File: src/rtl/psram_pkg.sv
`default_nettype none
// ============================================================================
// Module  : psram_pkg
// Brief   : Shared types, default opcodes and helpers for the QPI PSRAM engine
// Revision: 1.0 - initial release
// ============================================================================
package psram_pkg;

  typedef enum logic [2:0] {
    ST_INIT  = 3'd0,
    ST_IDLE  = 3'd1,
    ST_CMD   = 3'd2,
    ST_ADDR  = 3'd3,
    ST_DUMMY = 3'd4,
    ST_DATA  = 3'd5,
    ST_GAP   = 3'd6
  } state_e;

  localparam logic [7:0] C_CMD_RD  = 8'hEB;
  localparam logic [7:0] C_CMD_WR  = 8'h38;
  localparam logic [7:0] C_CMD_QPI = 8'h35;

  // Each byte travels as two 4-bit beats on the quad bus
  function automatic logic [5:0] nibbles_for_bytes(input logic [3:0] nbytes);
    return {1'b0, nbytes, 1'b0};
  endfunction

endpackage
`default_nettype wire

File: src/rtl/psram_sck_gen.sv
`default_nettype none
// ============================================================================
// Module  : psram_sck_gen
// Brief   : clk/2 serial clock for the PSRAM, idle-low while ce_n is high,
//           with strobes marking the clk edge that ends each beat
// Revision: 1.0 - initial release
// ============================================================================
module psram_sck_gen (
  input  logic clk,
  input  logic rst_n,
  input  logic ce_n_i,
  output logic sck_o,
  output logic drive_en_o,
  output logic sample_en_o
);

  logic sck_q;

  // Toggle only while selected so every transaction starts with sck low
  always_ff @(posedge clk or negedge rst_n) begin
    if (!rst_n) begin
      sck_q <= 1'b0;
    end else if (ce_n_i) begin
      sck_q <= 1'b0;
    end else begin
      sck_q <= ~sck_q;
    end
  end

  // The edge that takes sck 1->0 both launches the next nibble and captures din
  assign sck_o       = sck_q;
  assign drive_en_o  = sck_q & ~ce_n_i;
  assign sample_en_o = sck_q & ~ce_n_i;

endmodule
`default_nettype wire

File: src/rtl/psram_qspi_engine.sv
`default_nettype none
// ============================================================================
// Module  : psram_qspi_engine
// Brief   : Single-FSM QPI PSRAM transaction engine: serial QPI-enable at
//           power-up, then parametrised quad read/write bursts
// Revision: 1.0 - initial release
// ============================================================================
module psram_qspi_engine
  import psram_pkg::*;
#(
  parameter int         ADDR_W    = 24,
  parameter int         MAX_BYTES = 4,
  parameter int         RD_DUMMY  = 6,
  parameter logic [7:0] CMD_RD    = C_CMD_RD,
  parameter logic [7:0] CMD_WR    = C_CMD_WR,
  parameter logic [7:0] CMD_QPI   = C_CMD_QPI,
  parameter bit         INIT_EN   = 1'b1,
  parameter int         CE_GAP    = 2
) (
  input  logic                   clk,
  input  logic                   rst_n,
  input  logic                   req_i,
  input  logic                   we_i,
  input  logic [ADDR_W-1:0]      addr_i,
  input  logic [3:0]             size_i,
  input  logic [8*MAX_BYTES-1:0] wdata_i,
  output logic [8*MAX_BYTES-1:0] rdata_o,
  output logic                   done_o,
  output logic                   busy_o,
  output logic                   init_done_o,
  output logic                   sck_o,
  output logic                   ce_n_o,
  input  logic [3:0]             din_i,
  output logic [3:0]             dout_o,
  output logic [3:0]             douten_o
);

  // One MSB-aligned shift register serves opcode, address and write data
  localparam int         SR_W    = (ADDR_W > 8 * MAX_BYTES) ? ADDR_W : 8 * MAX_BYTES;
  localparam logic [3:0] C_MAX_B = 4'(MAX_BYTES);
  localparam logic [SR_W-1:0] C_QPI_AL = SR_W'(CMD_QPI) << (SR_W - 8);

  state_e                 state_q;
  logic [5:0]             cnt_q;
  logic [SR_W-1:0]        sr_q;
  logic [3:0]             dout_q;
  logic [3:0]             douten_q;
  logic                   ce_n_q;
  logic                   done_q;
  logic                   busy_q;
  logic                   init_done_q;
  logic [8*MAX_BYTES-1:0] rdata_q;
  logic                   we_q;
  logic [5:0]             nib_q;
  logic [ADDR_W-1:0]      addr_q;
  logic [8*MAX_BYTES-1:0] wdata_q;

  logic                   drive_en;
  logic                   sample_en;
  logic [3:0]             eff_size;
  logic [7:0]             cmd_sel;
  logic [SR_W-1:0]        cmd_al;
  logic [SR_W-1:0]        addr_al;
  logic [SR_W-1:0]        wstream;
  logic [5:0]             rd_idx;

  psram_sck_gen u_sck_gen (
    .clk         (clk),
    .rst_n       (rst_n),
    .ce_n_i      (ce_n_q),
    .sck_o       (sck_o),
    .drive_en_o  (drive_en),
    .sample_en_o (sample_en)
  );

  assign eff_size = ((size_i == 4'd0) || (size_i > C_MAX_B)) ? C_MAX_B : size_i;
  assign cmd_sel  = we_i ? CMD_WR : CMD_RD;
  assign cmd_al   = SR_W'(cmd_sel) << (SR_W - 8);
  assign addr_al  = SR_W'(addr_q) << (SR_W - ADDR_W);
  // Read nibble k lands in byte k/2, high half first: nibble slot is k^1
  assign rd_idx   = (nib_q - 6'd1 - cnt_q) ^ 6'd1;

  // Byte 0 goes to the top of the stream so it leaves the pins first
  always_comb begin
    wstream = '0;
    for (int i = 0; i < MAX_BYTES; i++) begin
      wstream[SR_W-1-8*i -: 8] = wdata_q[8*i +: 8];
    end
  end

  // Transaction sequencer: every phase advances on the beat-ending edge
  always_ff @(posedge clk or negedge rst_n) begin
    if (!rst_n) begin
      state_q     <= INIT_EN ? ST_INIT : ST_IDLE;
      cnt_q       <= '0;
      sr_q        <= '0;
      dout_q      <= '0;
      douten_q    <= '0;
      ce_n_q      <= 1'b1;
      done_q      <= 1'b0;
      busy_q      <= INIT_EN;
      init_done_q <= ~INIT_EN;
      rdata_q     <= '0;
      we_q        <= 1'b0;
      nib_q       <= '0;
      addr_q      <= '0;
      wdata_q     <= '0;
    end else begin
      done_q <= 1'b0;
      case (state_q)
        ST_INIT: begin
          if (ce_n_q) begin
            // First cycle out of reset only selects the device
            ce_n_q   <= 1'b0;
            douten_q <= 4'b0001;
            dout_q   <= {3'b000, CMD_QPI[7]};
            sr_q     <= C_QPI_AL << 1;
            cnt_q    <= 6'd7;
          end else if (drive_en) begin
            if (cnt_q == 6'd0) begin
              state_q  <= ST_GAP;
              ce_n_q   <= 1'b1;
              dout_q   <= '0;
              douten_q <= '0;
              cnt_q    <= 6'(CE_GAP - 1);
            end else begin
              dout_q <= {3'b000, sr_q[SR_W-1]};
              sr_q   <= sr_q << 1;
              cnt_q  <= cnt_q - 6'd1;
            end
          end
        end

        ST_IDLE: begin
          if (req_i) begin
            we_q     <= we_i;
            addr_q   <= addr_i;
            wdata_q  <= wdata_i;
            nib_q    <= nibbles_for_bytes(eff_size);
            busy_q   <= 1'b1;
            ce_n_q   <= 1'b0;
            douten_q <= 4'hF;
            dout_q   <= cmd_sel[7:4];
            sr_q     <= cmd_al << 4;
            cnt_q    <= 6'd1;
            state_q  <= ST_CMD;
          end
        end

        ST_CMD: begin
          if (drive_en) begin
            if (cnt_q == 6'd0) begin
              state_q <= ST_ADDR;
              dout_q  <= addr_al[SR_W-1 -: 4];
              sr_q    <= addr_al << 4;
              cnt_q   <= 6'(ADDR_W / 4 - 1);
            end else begin
              dout_q <= sr_q[SR_W-1 -: 4];
              sr_q   <= sr_q << 4;
              cnt_q  <= cnt_q - 6'd1;
            end
          end
        end

        ST_ADDR: begin
          if (drive_en) begin
            if (cnt_q == 6'd0) begin
              if (we_q) begin
                state_q <= ST_DATA;
                dout_q  <= wstream[SR_W-1 -: 4];
                sr_q    <= wstream << 4;
                cnt_q   <= nib_q - 6'd1;
              end else begin
                douten_q <= '0;
                dout_q   <= '0;
                if (RD_DUMMY == 0) begin
                  state_q <= ST_DATA;
                  cnt_q   <= nib_q - 6'd1;
                  rdata_q <= '0;
                end else begin
                  state_q <= ST_DUMMY;
                  cnt_q   <= 6'(RD_DUMMY - 1);
                end
              end
            end else begin
              dout_q <= sr_q[SR_W-1 -: 4];
              sr_q   <= sr_q << 4;
              cnt_q  <= cnt_q - 6'd1;
            end
          end
        end

        ST_DUMMY: begin
          if (drive_en) begin
            if (cnt_q == 6'd0) begin
              // Old read data is dropped only when new data starts arriving
              state_q <= ST_DATA;
              cnt_q   <= nib_q - 6'd1;
              rdata_q <= '0;
            end else begin
              cnt_q <= cnt_q - 6'd1;
            end
          end
        end

        ST_DATA: begin
          if (sample_en && !we_q) begin
            for (int j = 0; j < 2 * MAX_BYTES; j++) begin
              if (rd_idx == 6'(j)) begin
                rdata_q[4*j +: 4] <= din_i;
              end
            end
          end
          if (drive_en) begin
            if (cnt_q == 6'd0) begin
              state_q  <= ST_GAP;
              ce_n_q   <= 1'b1;
              dout_q   <= '0;
              douten_q <= '0;
              done_q   <= 1'b1;
              cnt_q    <= 6'(CE_GAP - 1);
            end else begin
              cnt_q <= cnt_q - 6'd1;
              if (we_q) begin
                dout_q <= sr_q[SR_W-1 -: 4];
                sr_q   <= sr_q << 4;
              end
            end
          end
        end

        ST_GAP: begin
          if (cnt_q == 6'd0) begin
            state_q     <= ST_IDLE;
            busy_q      <= 1'b0;
            init_done_q <= 1'b1;
          end else begin
            cnt_q <= cnt_q - 6'd1;
          end
        end

        default: begin
          state_q <= ST_IDLE;
        end
      endcase
    end
  end

  assign rdata_o     = rdata_q;
  assign done_o      = done_q;
  assign busy_o      = busy_q;
  assign init_done_o = init_done_q;
  assign ce_n_o      = ce_n_q;
  assign dout_o      = dout_q;
  assign douten_o    = douten_q;

endmodule
`default_nettype wire
File: config.mk
export PLATFORM = sky130hd
export DESIGN_NAME = psram_qspi_engine
export DESIGN_NICKNAME = d
export VERILOG_FILES = /design/src/rtl/psram_pkg.sv /design/src/rtl/psram_sck_gen.sv /design/src/rtl/psram_qspi_engine.sv
export SDC_FILE = /design/constraint.sdc
export NUM_CORES = 1
export LEC_CHECK = 0
export BUFFER_PORTS_ARGS = -buffer_cell sky130_fd_sc_hd__buf_2
export CORE_MARGIN = 3
export CORE_UTILIZATION = 38
export DETAILED_ROUTE_END_ITERATION = 12
export PLACE_DENSITY = 0.54
export REMOVE_ABC_BUFFERS = 1
export SYNTH_ARGS = -nofsm -noshare
export SYNTH_HDL_FRONTEND = slang
export SYNTH_SLANG_ARGS = --single-unit
File: constraint.sdc
create_clock -name clk -period 7 [get_ports clk]
set_input_delay 1.4 -clock clk [delete_from_list [all_inputs] [get_ports clk]]
set_output_delay 1.4 -clock clk [all_outputs]
set_load 0.02 [all_outputs]
# ---- Word-level counts from Yosys, hierarchy flattened
# Index checks and enable logic that the tools add are counted.
dict set report op_classes {
  n_addsub 3
  multipliers 0
  n_div 0
  order_cmp 1
  eq_ne 41
  n_shift 0
  mux 86
  bitwise 4
  n_reduce_logical 30
}
# operator n
set ops {}
lappend ops {{$mux W32} 15}
lappend ops {{$pmux W32 S5} 1}
lappend ops {{$mux W4} 27}
lappend ops {{$mux W6} 12}
lappend ops {{$pmux W32 S2} 1}
lappend ops {{$ne A2 B2 Y1 const B} 24}
lappend ops {{$reduce_and A5 Y1} 9}
lappend ops {{$pmux W6 S7} 1}
lappend ops {{$mux W3} 11}
lappend ops {{$eq A6 B3 Y1 const B} 4}
lappend ops {{$pmux W3 S7} 1}
lappend ops {{$pmux W4 S5} 1}
lappend ops {{$pmux W4 S4} 1}
lappend ops {{$eq A6 B2 Y1 const B} 2}
lappend ops {{$logic_not A6 Y1} 2}
lappend ops {{$mux W1} 12}
lappend ops {{$ne A3 B3 Y1 const B} 4}
lappend ops {{$reduce_and A10 Y1} 1}
lappend ops {{$eq A3 B3 Y1 const B} 3}
lappend ops {{$reduce_and A9 Y1} 1}
lappend ops {{$mux W8} 1}
lappend ops {{$reduce_and A7 Y1} 1}
lappend ops {{$reduce_bool A7 Y1} 1}
lappend ops {{$eq A3 B2 Y1 const B} 2}
lappend ops {{other kinds (23)} 27}
dict set report word_totals {
  register_bits 147
  latchBits 0
  ramBits 0
  rom_bits 0
  output_inout_bits 45
  wordCells 187
  mem_count 0
}

# ---- Longest topological paths before layout
dict set report logic_depth {
  word_depth 7
  depth_mapped 12
  ltp_nobuf 10
}

# ---- Cells and area by module
# Synthesis repeated with hierarchy kept, for this count alone.
dict set report hier_totals {
  hier_cells 726
  hier_area_um2 7688.6
}
# mod n_inst cells_each area_each_um2
set modules_own_cells {}
lappend modules_own_cells {psram_qspi_engine 1 722 7638.6}
lappend modules_own_cells {psram_sck_gen 1 4 50.0}

# ---- Worst setup path after synthesis
# OpenSTA, ideal clock, no wires.
dict set report synth_path {
  path_type {reg-to-reg}
  from {register nib_q[1]}
  to {register rdata_q[16], in the netlist rdata_o[16]}
  arrival_ps 2559
  required_ps 6870
  slack_ps 4311
  stages_incl_launch_ff 13
  n_path_buf 2
  path_cell_list {dfrtp_1 > inv_1 > ha_1 > xor2_1 > ha_1 > clkbuf_1 > a21o_1 > a31oi_1 > xor2_1 > nand2_1 > or4_1 > clkbuf_2 > mux2i_1}
}
dict set report synth_via {
  elab_chain_len 5
}
# element line_no
set synth_lines {}
lappend synth_lines {{from (decl)} psram_qspi_engine.sv:54} ;# logic [5:0] nib_q;
lappend synth_lines {{from (signal assigned)} psram_qspi_engine.sv:139} ;# nib_q <= nibbles_for_bytes(eff_size);
lappend synth_lines {{$sub A5 B1 Y6} psram_qspi_engine.sv:81} ;# assign rd_idx = (nib_q - 6'd1 - cnt_q) ^ 6'd1;
lappend synth_lines {{$sub A6 B6 Y6} psram_qspi_engine.sv:81}
lappend synth_lines {{$eq A6 B3 Y1} psram_qspi_engine.sv:209} ;# if (rd_idx == 6'(j)) begin
lappend synth_lines {{$ne A2 B2 Y1 (no line)} n/a}
lappend synth_lines {{$reduce_and A5 Y1 (no line)} n/a}
lappend synth_lines {{to (signal, indexed assignment)} psram_qspi_engine.sv:210} ;# rdata_q[4*j +: 4] <= din_i;
lappend synth_lines {{to (decl)} psram_qspi_engine.sv:52} ;# logic [8*MAX_BYTES-1:0] rdata_q;
# No other way between the ends.
# A chain may end at the register's enable or synchronous reset.

# ---- Worst setup path after layout
dict set report layout_path {
  from {register cnt_q[0]}
  to {register sr_q[29]}
}
dict set report layout_via {
  elab_chain_len 4
}
# element line_no
set layout_lines {}
lappend layout_lines {{from (decl)} psram_qspi_engine.sv:44} ;# logic [5:0] cnt_q;
lappend layout_lines {{from (signal assigned)} psram_qspi_engine.sv:125} ;# cnt_q <= 6'(CE_GAP - 1);
lappend layout_lines {{from (signal assigned)} psram_qspi_engine.sv:129} ;# cnt_q <= cnt_q - 6'd1;
lappend layout_lines {{from (signal assigned)} psram_qspi_engine.sv:156} ;# cnt_q <= 6'(ADDR_W / 4 - 1);
lappend layout_lines {{$logic_not A6 Y1 *} n/a}
lappend layout_lines {{$mux W32, on equally long branches} {psram_qspi_engine.sv:167, psram_qspi_engine.sv:152}}
lappend layout_lines {{$mux W32, on equally long branches} {psram_qspi_engine.sv:166, psram_qspi_engine.sv:151}}
lappend layout_lines {{$pmux W32 S5} psram_qspi_engine.sv:110} ;# case (state_q)
lappend layout_lines {{to (signal assigned)} psram_qspi_engine.sv:117} ;# sr_q <= C_QPI_AL << 1;
lappend layout_lines {{to (signal assigned)} psram_qspi_engine.sv:155} ;# sr_q <= addr_al << 4;
lappend layout_lines {{to (signal assigned)} psram_qspi_engine.sv:171} ;# sr_q <= wstream << 4;
lappend layout_lines {{to (decl)} psram_qspi_engine.sv:45} ;# logic [SR_W-1:0] sr_q;
# Mark *: on every way between the ends. The rest lies on a longest branch, timed or not. The select of a mux whose other input is x is not followed.

==> metrics.md <==
| Metric | Value |
|---|---|
| Outcome | completed |
| Kind of critical path | register to register |
| H-tree depth | 4 |
| Max Clock Freq | 0.308 GHz |
| Die Span X | between 100 and 150 µm |
| Multi-input gate area | about 3600 µm² |
| Worst setup SP type | register |
| Largest net degree at the start of global routing | 108 |
| CTS Buf Count | 17 |
| Cell Int Power | 2.45 mW |
| Ys Warns | 0 |
| RR Endpoint | sr_q[29] |
| Critical Path RT | between 7 and 8 ns |
| Static Leak | roughly 4.3 nW |
| Layout Nets | 1013 |
| FF-to-FF Start | cnt_q[0] |
| Top cell family by delay on the critical path | compound AO/OA/AOI/OAI gates |
| R2R setup slack | 3.75 ns |
| Fin crit share | between 40% and 50% |
| Main area contributors after synthesis | dfrtp_1 (47%), nand2_1 (13%), mux2i_1 (4.8%), a21oi_1 (3.5%), nor2_1 (3.0%) |
| Comb power frac | 47.1% |
| Max-slew headroom | 31.7% |
| Drt drc | 0 |
| Synthesis-stage register bit count | 143 |
| Asr flop ratio synth | 100% |
| Top_reg_cell synth | dfrtp_1 |
| Via count | 6326 |
| Sw power | 1.93 mW |
| Synth cell types | 66 |
| CP Max Fanout | 55 |
| Drt via density | 5.23 |
| Hold Path Class | register to register |
| CP peak stage delay | 1.03 ns |
| Post-synth EDFFs | 0 |
| Sequential fraction of the synthesis area | 47.7% |
| Placer's final routability congestion estimate | ~0.85 |
| CP max stage cell | o221a_2 |
| Cell count along the critical path | 6 |
| Total core area | approximately 19000 µm² |
| Maximum VDD drop | 0.213 mV |
| Clock-pin slew on the worst setup and hold paths | approximately 0.06 ns |
| CP arrival | around 3.6 ns |
| Syn avg cell area | 8.74 µm² |
| Clk pwr share | 20.5% |
| # fillers | 1968 |
| Cts hold-fix bufs | 0 |
| Hold WS | 0.467 ns |
| Final TNS setup | 0 ns |
| Post-synthesis cell count | 860 |
| Clock Tree Buf Depth | 2 |
| Reg power frac | 32.4% |
| Die Area | 21500 µm² |
| Synth Cell Area | 7510 µm² |
| RSZ-0062 raised after global routing | false |
| Pwr Total | 4.37 mW |
| Share of layout cells above drive strength 1 | between 15 and 20% |
| Final hold violations | 0 |
| First-pass DRT Iterations | 9 |
| Initial antenna violation count | 0 |
| Routed len/inst | 16.3 µm |
| Slew @ Worst Pin | 1.02 ns |
| Clock Tree Root | clkbuf_16 |
| Clock sinks | 143 |
| Critical path buffer and inverter count | 1 |
| Max-cap violations | 0 |
| Fin Clk Skew | 0.00900 ns |
| # rows | 50 |
| Worst setup endpoint | sr_q[29] |
| Total wire length | 19700 µm |
| I/O Pins | about 110 |
| Cells resized by post-CTS repair | 0 |
| GRT Total Usage | a little under a fifth |
| Minimum clock period | about 3.2 ns |
| Worst R2R Path Depth | 6 |
| Sequential cell area | roughly 3600 µm² |
| Pwr dens | 498 nW/µm² |
| Share of the synthesized area in the top cell type | 47.0% |
| TritonCTS clock tree | done |
| Crit path from | cnt_q[0] |
| Worst setup EP type | register |
| Antenna diode count | 0 |
| ANT nets after route | 0 |
| Final setup violation count | 0 |
| Synth-to-Final Area Change | 16.8% |
| Port Buffer Count | between 100 and 150 |
| Sw frac | 44.1% |
| Global-route wire length before repair | 32700 µm |
| Final slew viol count | 0 |
| Dominant cell type by area after synthesis | dfrtp_1 |
| Number of global-route vias before repair | 6244 |
| DRT iter0 DRCs | 695 |
| CP Cell Sequence | inv_1 -> ha_1 -> nor2b_1 -> nand2_1 -> o221a_2 -> mux2_2 |
| Post-DP HPWL | about 13000 µm |
| Post-CTS repair timing setup buffer count | 0 |
| Clock latency on the worst-skew pair | around 0.43 ns |
| Starting Density | 39.4% |
| Total grt overflow | 0 |
| Die Y | 147 µm |
[cell usage in the layout, fill, tap and decap left out, types with 3 or more instances in the layout]
cell          n
a211oi_1      5
a21oi_1      52
a221oi_1      8
a222oi_1     19
a22o_1        4
a22oi_1       3
a31oi_1       7
and2_1        3
buf_2       111
buf_4         9
clkbuf_16    17
clkinv_4      4
clkinvlp_4    4
dfrtp_1     140
ha_1          8
inv_1        17
inv_6         3
inv_8         3
mux2_2       17
mux2i_1      36
nand2_1     253
nand2b_1     10
nand3_1      14
nand4_1       3
nor2_1       59
nor2b_1       6
nor3_1       11
o211ai_1      4
o21a_1        3
o21ai_0      41
o22ai_1       9
o31ai_1       5
or3_1         6
xnor2_1       4
xor2_1        5
[synth_stat cells, drive strengths merged, types with 2 or more instances]
master / n
xor2: 5
inv: 17
a21o: 2
nand2b: 10
ha: 8
a31oi: 7
nor2b: 6
and2: 3
and2b: 2
o22ai: 9
a221oi: 9
nor3b: 2
o211ai: 5
nand3b: 2
o2bb2ai: 2
a22o: 4
a22oi: 3
nand4: 3
o21a: 3
dfstp: 2
or3: 6
o21ai: 42
clkbuf: 37
a211oi: 5
nand2: 255
nor3: 11
dfrtp: 141
nand3: 14
a21oi: 52
a222oi: 19
or4: 2
o31ai: 5
a32o: 2
nor2: 62
o311ai: 2
buf: 26
o22a: 2
mux2i: 36
mux2: 17
xnor2: 4
[stage by stage]
stage / instances / cell area (µm²) / utilization (%) / worst slack (ns)
floorplan: 797 / 7220 / - / 2.82
global placement: 1178 / 8200 / 43.0 / 3.60
detailed placement: 1178 / 8200 / 43.0 / 3.58
CTS: 1210 / 8780 / 46.0 / 3.75
global route: 1210 / 8780 / 46.0 / 3.49
finish: 1210 / 8780 / 46.0 / 3.75
[final cells by class]
cell class	count	area share, %
Multi-Input combinational cell	637	40.9
Sequential cell	143	40.8
Timing Repair Buffer	121	7.23
Clock buffer	17	4.85
Tap cell	260	3.71
Clock inverter	15	1.77
Inverter	17	0.727
[metal layers]
metal	track usage [%]	share of wire [%]
met5	0	0
met1	26.2	47
met2	29.5	48
met4	5.03	1.2
met3	3.69	4.6
[flip-flops by register name, summed over array words and instances (netlist names)]
name             count
addr_q              24
busy_o               1
done_o               1
ce_n_o               1
state_q              3
wdata_q             32
sr_q                28
cnt_q                6
we_q                 1
dout_o               4
douten_o             4
u_sck_gen.sck_o      1
nib_q                4
rdata_o             32
init_done_o          1
[cells by family (layout without fill, tap and decap cells)]
family	Yosys count	in the layout	synth area share (%)
fa+ha+maj	8	8	1.33
mux	53	53	7.34
compound gates	183	183	16.3
buf+inv	80	170	4.73
xor+xnor	9	9	1.05
flops	143	143	47.7
simple gates	384	384	21.6
[how the worst min path moves through the flow]
stage                     start           to  depth (start not counted)
floorplan            wdata_q[5]   wdata_q[5]                          2
global placement    wdata_q[17]  wdata_q[17]                          2
detailed placement  wdata_q[17]  wdata_q[17]                          2
CTS                 wdata_q[22]  wdata_q[22]                          2
global route        wdata_q[22]  wdata_q[22]                          2
finish               addr_q[12]   addr_q[12]                          2
[power groups by stage]
stage               clock network [mW]  logic (mW)  registers, mW
floorplan                            0        1.40           1.48
global placement                     0        2.05           1.43
detailed placement                   0        2.06           1.43
CTS                              0.914        2.07           1.42
global route                     0.952        2.35           1.46
finish                           0.897        2.06           1.42
[worst reg2reg max path, stage by stage, from the launching register on]
cell and delay, ns:
dfrtp_1 0.48, inv_1 0.15, ha_1 0.26, nor2b_1 0.17, nand2_1 0.62, o221a_2 1.03, mux2_2 0.42
(Power assumes the default switching activity.)
